[config.mk]
export PLATFORM = sky130hd
export DESIGN_NAME = main_control_unit_flat
export DESIGN_NICKNAME = d
export VERILOG_FILES = /design/src/rtl/main_control_unit_if.sv /design/src/rtl/main_control_unit.sv /design/src/flat_wrapper.sv
export SDC_FILE = /design/constraint.sdc
export NUM_CORES = 1
export LEC_CHECK = 0
export CORE_AREA = 2 2 39 41
export DETAILED_ROUTE_END_ITERATION = 10
export DIE_AREA = 0 0 41 43
export PLACE_DENSITY = 0.65
export SYNTH_ARGS = -nofsm -noshare
export SYNTH_HDL_FRONTEND = slang
export SYNTH_SLANG_ARGS = --single-unit
[constraint.sdc]
create_clock -name i_CLK -period 0.8 [get_ports i_CLK]
set_input_delay 0.16 -clock i_CLK [delete_from_list [all_inputs] [get_ports i_CLK]]
set_output_delay 0.16 -clock i_CLK [all_outputs]
set_load 0.05 [all_outputs]
[src/rtl/main_control_unit_if.sv]
// Opcode-in / registered-control-word-out bundle of the main control decoder.
interface main_control_unit_if;
  logic [6:0] i_OPCode;
  logic       o_Branch;
  logic       o_MemRead;
  logic       o_MemWrite;
  logic       o_MemToReg;
  logic [1:0] o_ALUOp;
  logic       o_ALUSrc;
  logic       o_RegWrite;
  logic       o_Illegal;

  modport master (
    output i_OPCode,
    input  o_Branch, o_MemRead, o_MemWrite, o_MemToReg,
    input  o_ALUOp, o_ALUSrc, o_RegWrite, o_Illegal
  );

  modport slave (
    input  i_OPCode,
    output o_Branch, o_MemRead, o_MemWrite, o_MemToReg,
    output o_ALUOp, o_ALUSrc, o_RegWrite, o_Illegal
  );
endinterface

[src/rtl/main_control_unit.sv]
// RV32I main control decoder: full 7-bit opcode match, control word registered
// at the decode/execute boundary, unsupported opcodes flagged illegal.
module main_control_unit (
  input  logic                 i_CLK,
  input  logic                 i_RSTn,
  main_control_unit_if.slave   bus
);

  typedef enum logic [6:0] {
    OP_R_TYPE = 7'b0110011,
    OP_I_ALU  = 7'b0010011,
    OP_LOAD   = 7'b0000011,
    OP_STORE  = 7'b0100011,
    OP_BRANCH = 7'b1100011
  } opcode_e;

  typedef struct packed {
    logic       branch;
    logic       mem_read;
    logic       mem_write;
    logic       mem_to_reg;
    logic [1:0] alu_op;
    logic       alu_src;
    logic       reg_write;
    logic       illegal;
  } ctrl_t;

  ctrl_t ctrl_d;
  ctrl_t ctrl_q;

  // Anything that is not an exact match (including X/Z) falls to the default arm.
  always_comb begin
    ctrl_d = '0;
    case (bus.i_OPCode)
      OP_R_TYPE: begin
        ctrl_d.alu_op    = 2'b10;
        ctrl_d.reg_write = 1'b1;
      end
      OP_I_ALU: begin
        ctrl_d.alu_op    = 2'b11;
        ctrl_d.alu_src   = 1'b1;
        ctrl_d.reg_write = 1'b1;
      end
      OP_LOAD: begin
        ctrl_d.mem_read   = 1'b1;
        ctrl_d.mem_to_reg = 1'b1;
        ctrl_d.alu_src    = 1'b1;
        ctrl_d.reg_write  = 1'b1;
      end
      OP_STORE: begin
        ctrl_d.mem_write = 1'b1;
        ctrl_d.alu_src   = 1'b1;
      end
      OP_BRANCH: begin
        ctrl_d.branch = 1'b1;
        ctrl_d.alu_op = 2'b01;
      end
      default: ctrl_d.illegal = 1'b1;
    endcase
  end

  always_ff @(posedge i_CLK or negedge i_RSTn) begin
    if (!i_RSTn) ctrl_q <= '0;
    else         ctrl_q <= ctrl_d;
  end

  assign bus.o_Branch   = ctrl_q.branch;
  assign bus.o_MemRead  = ctrl_q.mem_read;
  assign bus.o_MemWrite = ctrl_q.mem_write;
  assign bus.o_MemToReg = ctrl_q.mem_to_reg;
  assign bus.o_ALUOp    = ctrl_q.alu_op;
  assign bus.o_ALUSrc   = ctrl_q.alu_src;
  assign bus.o_RegWrite = ctrl_q.reg_write;
  assign bus.o_Illegal  = ctrl_q.illegal;

endmodule

[src/flat_wrapper.sv]
// flat-port wrapper written by rule: the top's interface ports become plain ports
module main_control_unit_flat 
  (i_CLK, i_RSTn, bus_i_OPCode, bus_o_Branch, bus_o_MemRead, bus_o_MemWrite, bus_o_MemToReg, bus_o_ALUOp, bus_o_ALUSrc, bus_o_RegWrite, bus_o_Illegal);
  main_control_unit_if bus_i ();
  input  logic i_CLK;
  input  logic i_RSTn;
  input wire logic [$bits(bus_i.i_OPCode)-1:0] bus_i_OPCode;
  output wire logic [$bits(bus_i.o_Branch)-1:0] bus_o_Branch;
  output wire logic [$bits(bus_i.o_MemRead)-1:0] bus_o_MemRead;
  output wire logic [$bits(bus_i.o_MemWrite)-1:0] bus_o_MemWrite;
  output wire logic [$bits(bus_i.o_MemToReg)-1:0] bus_o_MemToReg;
  output wire logic [$bits(bus_i.o_ALUOp)-1:0] bus_o_ALUOp;
  output wire logic [$bits(bus_i.o_ALUSrc)-1:0] bus_o_ALUSrc;
  output wire logic [$bits(bus_i.o_RegWrite)-1:0] bus_o_RegWrite;
  output wire logic [$bits(bus_i.o_Illegal)-1:0] bus_o_Illegal;
  assign bus_i.i_OPCode = bus_i_OPCode;
  assign bus_o_Branch = bus_i.o_Branch;
  assign bus_o_MemRead = bus_i.o_MemRead;
  assign bus_o_MemWrite = bus_i.o_MemWrite;
  assign bus_o_MemToReg = bus_i.o_MemToReg;
  assign bus_o_ALUOp = bus_i.o_ALUOp;
  assign bus_o_ALUSrc = bus_i.o_ALUSrc;
  assign bus_o_RegWrite = bus_i.o_RegWrite;
  assign bus_o_Illegal = bus_i.o_Illegal;
  main_control_unit u_core (.i_CLK(i_CLK), .i_RSTn(i_RSTn), .bus(bus_i));
endmodule
==> reports/metrics.yaml <==
status:
  status: "finished with violations"
  violations: "negative setup slack"
logic_synthesis:
  syn_avg_cell_area_um2: 13.38
  synth_edf_count: 0
  ys_top_cells_by_area: "dfrtp_1 (65%), nor3b_1 (4.9%), buf_6 (3.7%), nand4bb_1 (3.7%), a21o_2 (2.8%)"
  synth_commonest_cells: "dfrtp_1 (8), nor3b_1 (2)"
  async_flop_share_pct: 100.0
  yosysTopAreaCell: "dfrtp_1"
  ys_seq_elements: 8
  ys_types: 15
  ys.flop_type: "dfrtp_1"
  synth_area_um2: 307.8
  syn_nets: 32
  synthCells: 23
  yosysWarnings: 0
  yosys.cell_count.top_type: "dfrtp_1"
  yosysSeqAreaShare_pct: 65.04
  synth_top_area_share_pct: 65.04
clock_tree:
  clk_path_buf_depth: 2
  cts_sinks: 8
  cts_tree: "built"
  numCtsBuffers: 3
  path_clk_slew_ps: 50
  ctsHoldBuffers: 0
  clockRootBuffer: "clkbuf_4"
  htree_num_levels: 1
die:
  core_area_mm2: 0.001384
  start_util_pct: 22.24
  die_x_um: 41
  die-area_mm2: 0.001763
  io_pins: 18
  die_h_um: 43
  fp-row-count: 14
sta:
  rsz0062_at_grt: "yes"
  setup_slack_ps: -206.6
  final-hold-violation-count: 0
  max_slew.worst_pin.slew_ps: 328.3
  max_freq_ghz: 0.9934
  period_needed_ps: 1007
  slew_headroom_pct: 78.04
  maxSlewViolCount: 0
  hold_slack_ps: 166.9
  setup_viol: 9
  finalCritPeriodShare_pct: 125.8
layout:
  drive_above_1_share_pct: 48.89
  layout.area.seq_um2: 201.4
  fin_area_um2: 641.9
  areaGrowthSynthToFinish_pct: 108.5
  final_nets: 55
  antenna_cells: 0
  nFillCells: 124
  multi_input_area_um2: 108.9
drt:
  drt.antenna.violating_nets: 0
  dr.pass1.iters: 1
  num_vias: 264
  viasPerCell: 4.328
  drt_iter0_drc: 0
  route.detailed.drc: 0
  wl_per_cell_um: 9.393
  drt-total-wl_um: 573
placed_design:
  placed_area_um2: 596.8
  io_buffers: 17
  routabilityCongestion: 0.7719
pwr:
  p_leak_nw: 0.2808
  peakVddDrop_mv: 0.6460
  powerDensity_mw_per_mm2: 1329
critical_path:
  cpMaxStageDelayCell: "dfrtp_2"
  crit_type: "flop to primary output"
  worstPathCellList: "buf_12"
  arrival_ps: 850
  worstPathRequired_ps: 640
  critPathTopFamily: "flip-flops"
  cp_max_fo: 2
  cp-endpoint: "bus_o_MemRead"
  startpoint: "u_core.bus.o_MemRead$_DFF_PN0_"
  cp-end-kind: "primary output"
  max_stage_delay_ps: 430
  cp.depth: 1
  crit_path_start_kind: "flop"
  timing.critical_path.buf_inv: 1
global_route:
  gr-total-overflow: 0
  grt_use_total_pct: 7.543
  antenna_found_initial: 0
  grt_pass1_wl_um: 834
  grt_max_degree: 9
  grt_pass1_vias: 211
job:
  cap_violations: 0
hold_path:
  min_path_type: "input port to async pin"
[state kept, by name, summed over array words and instances, names as in the netlist]
| signal | cells |
|---|---|
| u_core.bus.o_MemWrite | 1 |
| u_core.bus.o_Illegal | 1 |
| u_core.bus.o_RegWrite | 1 |
| u_core.bus.o_ALUSrc | 1 |
| u_core.bus.o_ALUOp | 2 |
| u_core.bus.o_Branch | 1 |
| u_core.bus.o_MemRead | 1 |
[worst min-delay path by stage]
stage                      start                               to  slack (ps)  depth (start not counted)
final                     i_RSTn  u_core.bus.o_ALUOp[0]$_DFF_PN0_         170                          1
after global routing      i_RSTn    u_core.bus.o_ALUSrc$_DFF_PN0_         200                          1
after CTS                 i_RSTn  u_core.bus.o_ALUOp[0]$_DFF_PN0_         180                          1
after detailed placement  i_RSTn  u_core.bus.o_RegWrite$_DFF_PN0_         440                          1
after global placement    i_RSTn    u_core.bus.o_Branch$_DFF_PN0_         440                          1
after floorplan           i_RSTn  u_core.bus.o_ALUOp[0]$_DFF_PN0_        -140                          0
[logic make-up (layout without fill, tap and decap cells)]
kind of cell           count (synthesis)  after routing  share of synthesized area (%)
AND/OR/NAND/NOR                        9              9                          20.73
flip-flops                             8              8                          65.04
AO/OA/AOI/OAI                          3              3                          6.910
buffers and inverters                  3             25                          7.317
[what timing repair did]
item / 4_1_cts / 5_1_grt
buffers inserted: 0 / 0
setup endpoints to repair: 17 / 11
pin swaps: 4 / 0
gates resized for setup: 10 / 2
[area by class of cell]
class	instances	area share, %
tap	16	3.119
sequential	8	31.38
timing repair buffer	21	44.44
multi-input combinational	12	16.96
clock buffer	4	4.094
[layer usage]
layer	track usage (%)	part of all wire [%]
met3	2.094	9.4
met5	0	0
met4	8.000	4.2
met1	7.432	34
met2	11.25	53
[stage by stage]
stage	util, %	instances	worst slack, ps	total power [mW]	setup TNS [ps]
after CTS	45.57	61	-213.9	0.8601	-1604
final	46.38	61	-206.6	0.8529	-1519
after floorplan	-	23	-57.01	0.4593	-57.01
after global routing	46.38	61	-221.1	0.8841	-1697
after global placement	43.13	57	-416.3	0.5373	-2923
after detailed placement	43.13	57	-406.8	0.5400	-2972
[where the power goes]
| group | total, mW | switching (mW) | internal [mW] |
|---|---|---|---|
| Combinational | 0.117 | 0.0533 | 0.0637 |
| Sequential | 0.413 | 0.00382 | 0.410 |
| Clock | 0.322 | 0.132 | 0.190 |
| Total | 0.853 | 0.189 | 0.664 |
[placed cells by master (no fill, tap or decap), types with 3 or more instances in the layout]
cell type,n
dfrtp_1,7
buf_12,9
buf_4,3
dlygate4sd2_1,7
clkbuf_4,3
Note: power is estimated with default switching activity, not from simulation.
